<file path="src/rtl/div_unit.sv">
// div_unit: radix-2 restoring 32-bit divider (DIV/DIVU) for the EX stage.
// Define DIV_SIGNED_EN to honour signed_div (abs capture + sign fixup).
module div_unit (
  input  logic        clk,
  input  logic        rst,
  input  logic        start,
  input  logic        signed_div,
  input  logic [31:0] opdata1,
  input  logic [31:0] opdata2,
  input  logic        annul,
  output logic [63:0] result,
  output logic        ready,
  output logic        stallreq_for_ex
);

  typedef enum logic [1:0] {
    FREE,
    DIVZERO,
    ON,
    END
  } state_t;

  state_t      state;
  state_t      state_nx;
  logic [5:0]  cnt;
  logic [31:0] rem;
  logic [31:0] dvd;
  logic [31:0] dvs;
  logic [31:0] abs1;
  logic [31:0] abs2;
  logic [32:0] trial;
  logic [32:0] diff;
  logic        qbit;
  logic [31:0] rem_nx;
  logic [31:0] dvd_nx;
  logic [31:0] q_fix;
  logic [31:0] r_fix;
  logic        go;
  logic        abort;

  assign go    = start & ~annul;
  assign abort = annul | ~start;

  assign stallreq_for_ex = start & ~ready & ~annul;

  // One restoring step: trial remainder minus divisor, keep if no borrow
  assign trial  = {rem, dvd[31]};
  assign diff   = trial - {1'b0, dvs};
  assign qbit   = ~diff[32];
  assign rem_nx = qbit ? diff[31:0] : trial[31:0];
  assign dvd_nx = {dvd[30:0], qbit};

`ifdef DIV_SIGNED_EN
  logic neg_q;
  logic neg_r;

  assign abs1  = (signed_div & opdata1[31]) ? -opdata1 : opdata1;
  assign abs2  = (signed_div & opdata2[31]) ? -opdata2 : opdata2;
  assign q_fix = neg_q ? -dvd_nx : dvd_nx;
  assign r_fix = neg_r ? -rem_nx : rem_nx;
`else
  logic unused_signed_div;

  assign unused_signed_div = signed_div;
  assign abs1  = opdata1;
  assign abs2  = opdata2;
  assign q_fix = dvd_nx;
  assign r_fix = rem_nx;
`endif

  always_ff @(posedge clk or negedge rst) begin
    if (!rst) begin
      state <= FREE;
    end else begin
      state <= state_nx;
    end
  end

  always_comb begin
    state_nx = state;
    unique case (state)
      FREE: begin
        if (go) begin
          state_nx = (opdata2 == 32'd0) ? DIVZERO : ON;
        end
      end
      DIVZERO: begin
        state_nx = abort ? FREE : END;
      end
      ON: begin
        if (abort) begin
          state_nx = FREE;
        end else if (cnt == 6'd31) begin
          state_nx = END;
        end
      end
      END: begin
        state_nx = FREE;
      end
    endcase
  end

  always_ff @(posedge clk or negedge rst) begin
    if (!rst) begin
      cnt    <= '0;
      rem    <= '0;
      dvd    <= '0;
      dvs    <= '0;
      result <= '0;
      ready  <= 1'b0;
`ifdef DIV_SIGNED_EN
      neg_q  <= 1'b0;
      neg_r  <= 1'b0;
`endif
    end else begin
      ready <= 1'b0;
      unique case (state)
        FREE: begin
          if (go) begin
            cnt <= '0;
            rem <= '0;
            dvd <= abs1;
            dvs <= abs2;
`ifdef DIV_SIGNED_EN
            neg_q <= signed_div & (opdata1[31] ^ opdata2[31]);
            neg_r <= signed_div & opdata1[31];
`endif
          end
        end
        DIVZERO: begin
          if (!abort) begin
            result <= '0;
            ready  <= 1'b1;
          end
        end
        ON: begin
          if (!abort) begin
            rem <= rem_nx;
            dvd <= dvd_nx;
            cnt <= cnt + 6'd1;
            // Final iteration: fixed-up result lands together with END
            if (cnt == 6'd31) begin
              result <= {r_fix, q_fix};
              ready  <= 1'b1;
            end
          end
        end
        END: begin
        end
      endcase
    end
  end

endmodule

</file>
<file path="config.mk">
export PLATFORM = sky130hd
export DESIGN_NAME = div_unit
export DESIGN_NICKNAME = d
export VERILOG_FILES = /design/src/rtl/div_unit.sv
export SDC_FILE = /design/constraint.sdc
export NUM_CORES = 1
export LEC_CHECK = 0
export ABC_CLOCK_PERIOD_IN_PS = 7000
export CORE_MARGIN = 1
export CORE_UTILIZATION = 25
export CTS_CLUSTER_DIAMETER = 200
export DETAILED_ROUTE_END_ITERATION = 8
export PLACE_DENSITY = 0.42
export SLEW_MARGIN = 5
export SYNTH_ARGS = -nofsm -noshare
export SYNTH_HDL_FRONTEND = slang
export SYNTH_SLANG_ARGS = --single-unit
</file>
<file path="constraint.sdc">
create_clock -name clk -period 7 [get_ports clk]
set_clock_uncertainty 0.2 [all_clocks]
set_input_delay 0.7 -clock clk [delete_from_list [all_inputs] [get_ports clk]]
set_output_delay 0.7 -clock clk [all_outputs]
set_load 0.01 [all_outputs]
</file>
==> results of run 1 <==
metrics by stage:
stage,hold slack [ns],worst slack [ns]
final,0.1079,2.912
after global routing,0.1488,2.661
after CTS,0.1390,2.836
after detailed placement,0.2701,2.861
after global placement,0.2606,2.880
after floorplan,0.2044,3.894
final cells by class:
| cell class | count | area (um2) | share of cell area |
|---|---|---|---|
| clock inverters | 11 | 171.4 | 0.01532 |
| clock buffers | 19 | 452.9 | 0.04047 |
| flip-flops and latches | 169 | 4229 | 0.3779 |
| repair buffers | 144 | 1415 | 0.1265 |
| multi-input cells | 662 | 4180 | 0.3735 |
| well taps | 455 | 569.3 | 0.05087 |
| inverters | 46 | 172.7 | 0.01543 |
power by group:
group	total [uW]	internal [uW]	leakage (uW)	switching, uW
registers	1420	1270	0.00223	154
clock network	1030	614	0.000301	416
logic	1440	646	0.00237	794
logic make-up after synthesis:
kind of cell | count (synthesis) | synth area share
buffers and inverters | 92 | 0.04220
adder cells (fa/ha/maj) | 38 | 0.05522
AND/OR/NAND/NOR | 259 | 0.1258
multiplexers | 60 | 0.07368
flip-flops | 169 | 0.4835
AO/OA/AOI/OAI | 278 | 0.1917
XOR/XNOR | 27 | 0.02790
path summary, 6_finish.rpt:
kind | slack (ns) | depth (start not counted) | end | startpoint
max reg2reg | 2.91 | 14 | rem[31] | dvd[31]
min | 0.11 | 1 | result[21] | rst
min reg2reg | 0.28 | 2 | dvd[6] | dvd[6]
max | 2.91 | 14 | rem[31] | dvd[31]
min in group clk | 0.28 | 2 | dvd[6] | dvd[6]
max in group asynchronous | 5.31 | 2 | dvs[16] | rst
synthesized netlist by cell type, types with 3 or more instances:
cell      number  share of area
nor2b_1        8         0.0057
nand2_1      179          0.077
dfrtp_1      169           0.48
a211oi_1       5         0.0043
xnor2_1       16          0.016
a32o_1         4         0.0046
nor4_1         6         0.0043
nand4_1        5         0.0036
and2_1         3         0.0021
nand2b_1       4         0.0029
nor3_1         4         0.0023
a21boi_0      32          0.027
a22o_1         4         0.0040
xor2_1        10          0.010
a31oi_1        9         0.0064
o21ai_1        4         0.0023
or3_1          3         0.0021
o21ai_0      144          0.082
a21o_1        14          0.012
buf_1          7         0.0030
ha_1          37          0.053
mux2_2        34          0.044
clkbuf_1      34          0.015
and3_1         4         0.0029
nor2_1        26          0.011
o21a_1         7         0.0060
nand3_1       10         0.0057
inv_1         46          0.020
mux2i_1       25          0.029
a21oi_1       32          0.018
registers in the layout, indices dropped and copies added, names as in the netlist:
name / cells
state: 2
cnt: 6
dvs: 32
rem: 32
dvd: 32
result: 64
ready: 1
worst max-delay path: stages, from the launching register on:
cell	delay (ns)
dfrtp_1	0.38
inv_1	0.07
ha_1	0.17
inv_1	0.06
fa_1	0.43
a211oi_2	0.25
o21ai_2	0.13
o211ai_2	0.23
a31o_1	0.22
o2bb2ai_1	0.08
o21ai_1	0.37
xnor2_4	0.15
buf_4	0.53
mux2_2	0.43
a32o_1	0.25
layer usage:
metal	up-vias	wire length [um]
met1	3257	12690
met2	131	10790
met3	19	725
met4	2	312
li1	3435	-
met5	-	17
==> results.yml, run 1 <==
run_status:
  outcome: "finished, final reports clean"
final_layout:
  diodes: 0
  n_fill_cell: 3683
  postLayoutCellArea_um2: 11190
  final_common_cell: "nand2_1"
  drive_gt1_frac: 0.08373
  fin_util: 0.3248
  area_delta_synth_final_pct: 27.95
  final_cell_mix: "nand2_1 (178), dfrtp_1 (169), o21ai_0 (143), clkdlybuf4s50_1 (132), inv_1 (46)"
  final_nets: 1147
  instances_no_fill: 1506
clock_tree:
  cts_buffer_depth: 2
  path_clk_slew_ns: 0.07
  numCtsBuffers: 17
  root_buffer: "clkbuf_16"
  htreeDepth: 4
  cts_resized: 0
  tritoncts: "yes"
  clk_latency_ns: 0.44
  postCtsSetupRepairBufs: 0
  cts_sinks: 169
  cts_hold_buf: 0
critical_path:
  crit_required_ns: 7.13
  arrival_ns: 4.21
  worst_setup_path_start_kind: "register"
  path_max_fanout: 40
  critical_path_class: "reg2reg"
  worstSetupEndpointType: "register"
logic_synthesis:
  yosysSeqAreaShare: 0.4835
  async_flop_share: 1.000
  syn_area_per_cell_um2: 9.476
  synth_nets: 1030
  synth_flop_cell: "dfrtp_1"
  synth-seq-cells: 169
  yosys_warnings: 0
  yosys.cell_types.count: 59
  synth-edff-count: 0
  syn-cell-area_um2: 8746
  syn-instance-count: 923
global_route:
  gr-usage-met2: 0.2185
  top_usage_layer: "met2"
  overflow: 0
  grt_antenna_before_repair: 1
  track_usage: 0.1435
  grt_pass1_vias: 7046
  met1_usage: 0.2043
  grt_pass1_wl_um: 39900
  grt_max_degree: 97
  grt_use_met3: 0.02799
floorplanning:
  core_area_um2: 34460
  die-width_um: 189.0
  chipHeight_um: 189.0
  fp.dieArea_um2: 35740
  initial_core_util: 0.2538
  num_rows: 68
  top_level_ports: 135
placed_design:
  io_buffers: 133
  place_area_um2: 10570
  dp_hpwl_um: 16720
  place.gp.congestion: 0.7763
  dp.cells: 1476
sta:
  clock.fmax_ghz: 0.2446
  finalSetupTns_ns: 0
  hold_viol: 0
  worst_slew_pin_slew_ns: 1.040
  min_period_ns: 4.088
  final_max_slew_viol_count: 0
  slew_headroom: 0.3064
  min_period_over_period: 0.5839
  finalSetupViolCount: 0
  rsz0062_at_grt: "false"
power_and_ir_drop:
  finalPower_uw: 3890
  peakVddDrop_v: 0.0002130
  p_per_area_nw_per_um2: 347.6
  cellLeakagePower_uw: 0.004908
route:
  dr_total_vias: 6844
  drt-pass1-iter-count: 6
  wl_per_cell_um: 16.29
  drc: 0
  via_per_inst: 4.544
  wl_um: 24540
  ant_nets: 0
  initialDrtViolationCount: 203
min_path:
  hold_path.class: "in2async"
run:
  drv_cap: 0
Power figures use the tool's default switching activity.
==> run 2: changes to the inputs <==
Settings changed: ABC_CLOCK_PERIOD_IN_PS 7000 to 3600, PLACE_DENSITY 0.42 to 0.44.
Clock period 7 ns to 3.6 ns, I/O delays scaled along.
==> run 2 against run 1 <==
Maximum frequency grew 19%. Sequential share of layout area shrank 0.73 points. Register-to-register slack lost 2.7 ns. Global-route usage shrank 0.21 points. Critical endpoint unchanged.
==> results.yml, run 2 (same netlist as run 1, synthesis figures left out) <==
run_status:
  outcome: "finished, final reports clean"
route:
  dr_total_vias: 6881
  wl_per_cell_um: 15.96
  routed.top_layer: "met4"
  drt-pass1-iter-count: 4
  via_per_inst: 4.524
  drc: 0
  met3WireLength_um: 820
  dr_wl_met2_um: 10730
  wl_um: 24270
  initialDrtViolationCount: 288
  wl_met1_um: 12400
  ant_nets: 0
run:
  drv_cap: 0
placed_design:
  dp_hpwl_um: 17130
  io_buffers: 133
  place.gp.congestion: 0.8160
  dp_worst_setup_slack_ns: 0.07863
  dp.cells: 1485
  place_area_um2: 10660
critical_path:
  worstSetupStartpoint: "dvd[31]"
  crit_buf_inv: 4
  worst_setup_path_start_kind: "register"
  crit_slowest_cell: "dfrtp_1"
  path_max_fanout: 10
  r2r_slack_ns: 0.17
  crit_family: "compound AO/OA/AOI/OAI gates"
  worstSetupEndpointType: "register"
  path_common_cell: "inv_1"
  path_cells: "inv_1, ha_2, inv_1, fa_2, a211oi_2, o21ai_2, o211ai_2, a31o_1, o2bb2ai_1, o21ai_1, buf_4, xnor2_4, buf_12, mux2_2, a32o_1"
  crit_required_ns: 3.73
  reg2reg_from: "dvd[31]"
  max_stage_delay_ns: 0.38
  arrival_ns: 3.56
  critical_path_class: "reg2reg"
final_layout:
  final_nets: 1160
  fin_util: 0.3311
  final_cell_mix: "nand2_1 (178), dfrtp_1 (169), o21ai_0 (142), clkdlybuf4s50_1 (132), inv_1 (46)"
  instances_no_fill: 1521
  drive_gt1_frac: 0.1051
  final_common_cell: "nand2_1"
  largest_register_ffs: 64
  largest_register: "result"
  postLayoutCellArea_um2: 11410
  n_fill_cell: 3641
  diodes: 0
  area_delta_synth_final_pct: 30.46
global_route:
  track_usage: 0.1414
  grt_pass1_vias: 7052
  grt_max_degree: 74
  overflow: 0
  grt_antenna_before_repair: 0
  grt_pass1_wl_um: 39360
clock_tree:
  tritoncts: "yes"
  path_clk_slew_ns: 0.07
  htreeDepth: 4
  clk_latency_ns: 0.44
  root_buffer: "clkbuf_16"
  cts_sinks: 169
  cts_buffer_depth: 2
  numCtsBuffers: 17
sta:
  clock.fmax_ghz: 0.2913
  finalSetupViolCount: 0
  setup_slack_ns: 0.1671
  min_period_ns: 3.433
  hold_viol: 0
  hold_ws_ns: 0.2741
  worst_slew_pin_slew_ns: 1.041
  final_max_slew_viol_count: 0
  min_period_over_period: 0.9536
  slew_headroom: 0.3054
min_path:
  hold_path.class: "reg2reg"
  hold_start: "result[2]"
floorplanning:
  initial_core_util: 0.2538
  num_rows: 68
  fp.dieArea_um2: 35740
  chipHeight_um: 189.0
  core_area_um2: 34460
  die-width_um: 189.0
  top_level_ports: 135
power_and_ir_drop:
  p_per_area_nw_per_um2: 667.0
  peakVddDrop_v: 0.0003423
  cellLeakagePower_uw: 0.005001
[run 2: cell count changes in the layout (fill, tap and decap cells not counted), sizes merged]
| cell | before | now |
|---|---|---|
| buf | 12 | 23 |
| clkbuf | 19 | 21 |
| dlygate4sd3 | 0 | 1 |
| inv | 47 | 48 |
[run 2: final cells by class]
type / count / area (um2) / share of cell area
clock buffers: 20 / 446.7 / 0.03915
clock inverters: 12 / 190.2 / 0.01667
inverters: 46 / 172.7 / 0.01513
multi-input cells: 662 / 4224 / 0.3702
flip-flops and latches: 169 / 4229 / 0.3707
well taps: 455 / 569.3 / 0.04990
repair buffers: 157 / 1578 / 0.1383
[run 2: worst min-delay path, delay by kind of cell, from the launching register on]
kind | cells | cell delay [ns]
flops | 1 | 0.34
compound gates | 1 | 0.06
simple gates | 1 | 0.04
[run 2: metrics by stage]
stage               power (uW)   TNS (ns)
floorplan                 4586          0
detailed placement        5633          0
global route              8204  -0.009075
finish                    7610          0
CTS                       7717          0
global placement          5603          0
[run 2: where the power goes]
| part | internal [uW] | leakage, uW | switching (uW) |
|---|---|---|---|
| sequential | 2460 | 0.00223 | 308 |
| combinational | 1270 | 0.00246 | 1540 |
| clock | 1190 | 0.000303 | 833 |
| total | 4930 | 0.00500 | 2680 |
[run 2: path summary, 6_finish.rpt]
kind                              end  cells after the start
max in group asynchronous     dvs[23]                      3
hold reg to reg             result[2]                      2
min in group asynchronous  result[22]                      2
setup / recovery              rem[31]                     15
setup reg to reg              rem[31]                     15
hold / removal              result[2]                      2
[run 2: repair_timing]
action	4_1_cts	5_1_grt
endpoints found under the setup margin	0	59
setup buffers	0	2
gates resized for setup	0	15
hold endpoints to repair	70	0
hold buffers	1	0
[run 2: routing by layer]
metal,vias to the layer above,track usage
li1,3470,-
met1,3262,0.1992
met2,131,0.2168
met3,18,0.02576
met4,0,0.04777
met5,-,0
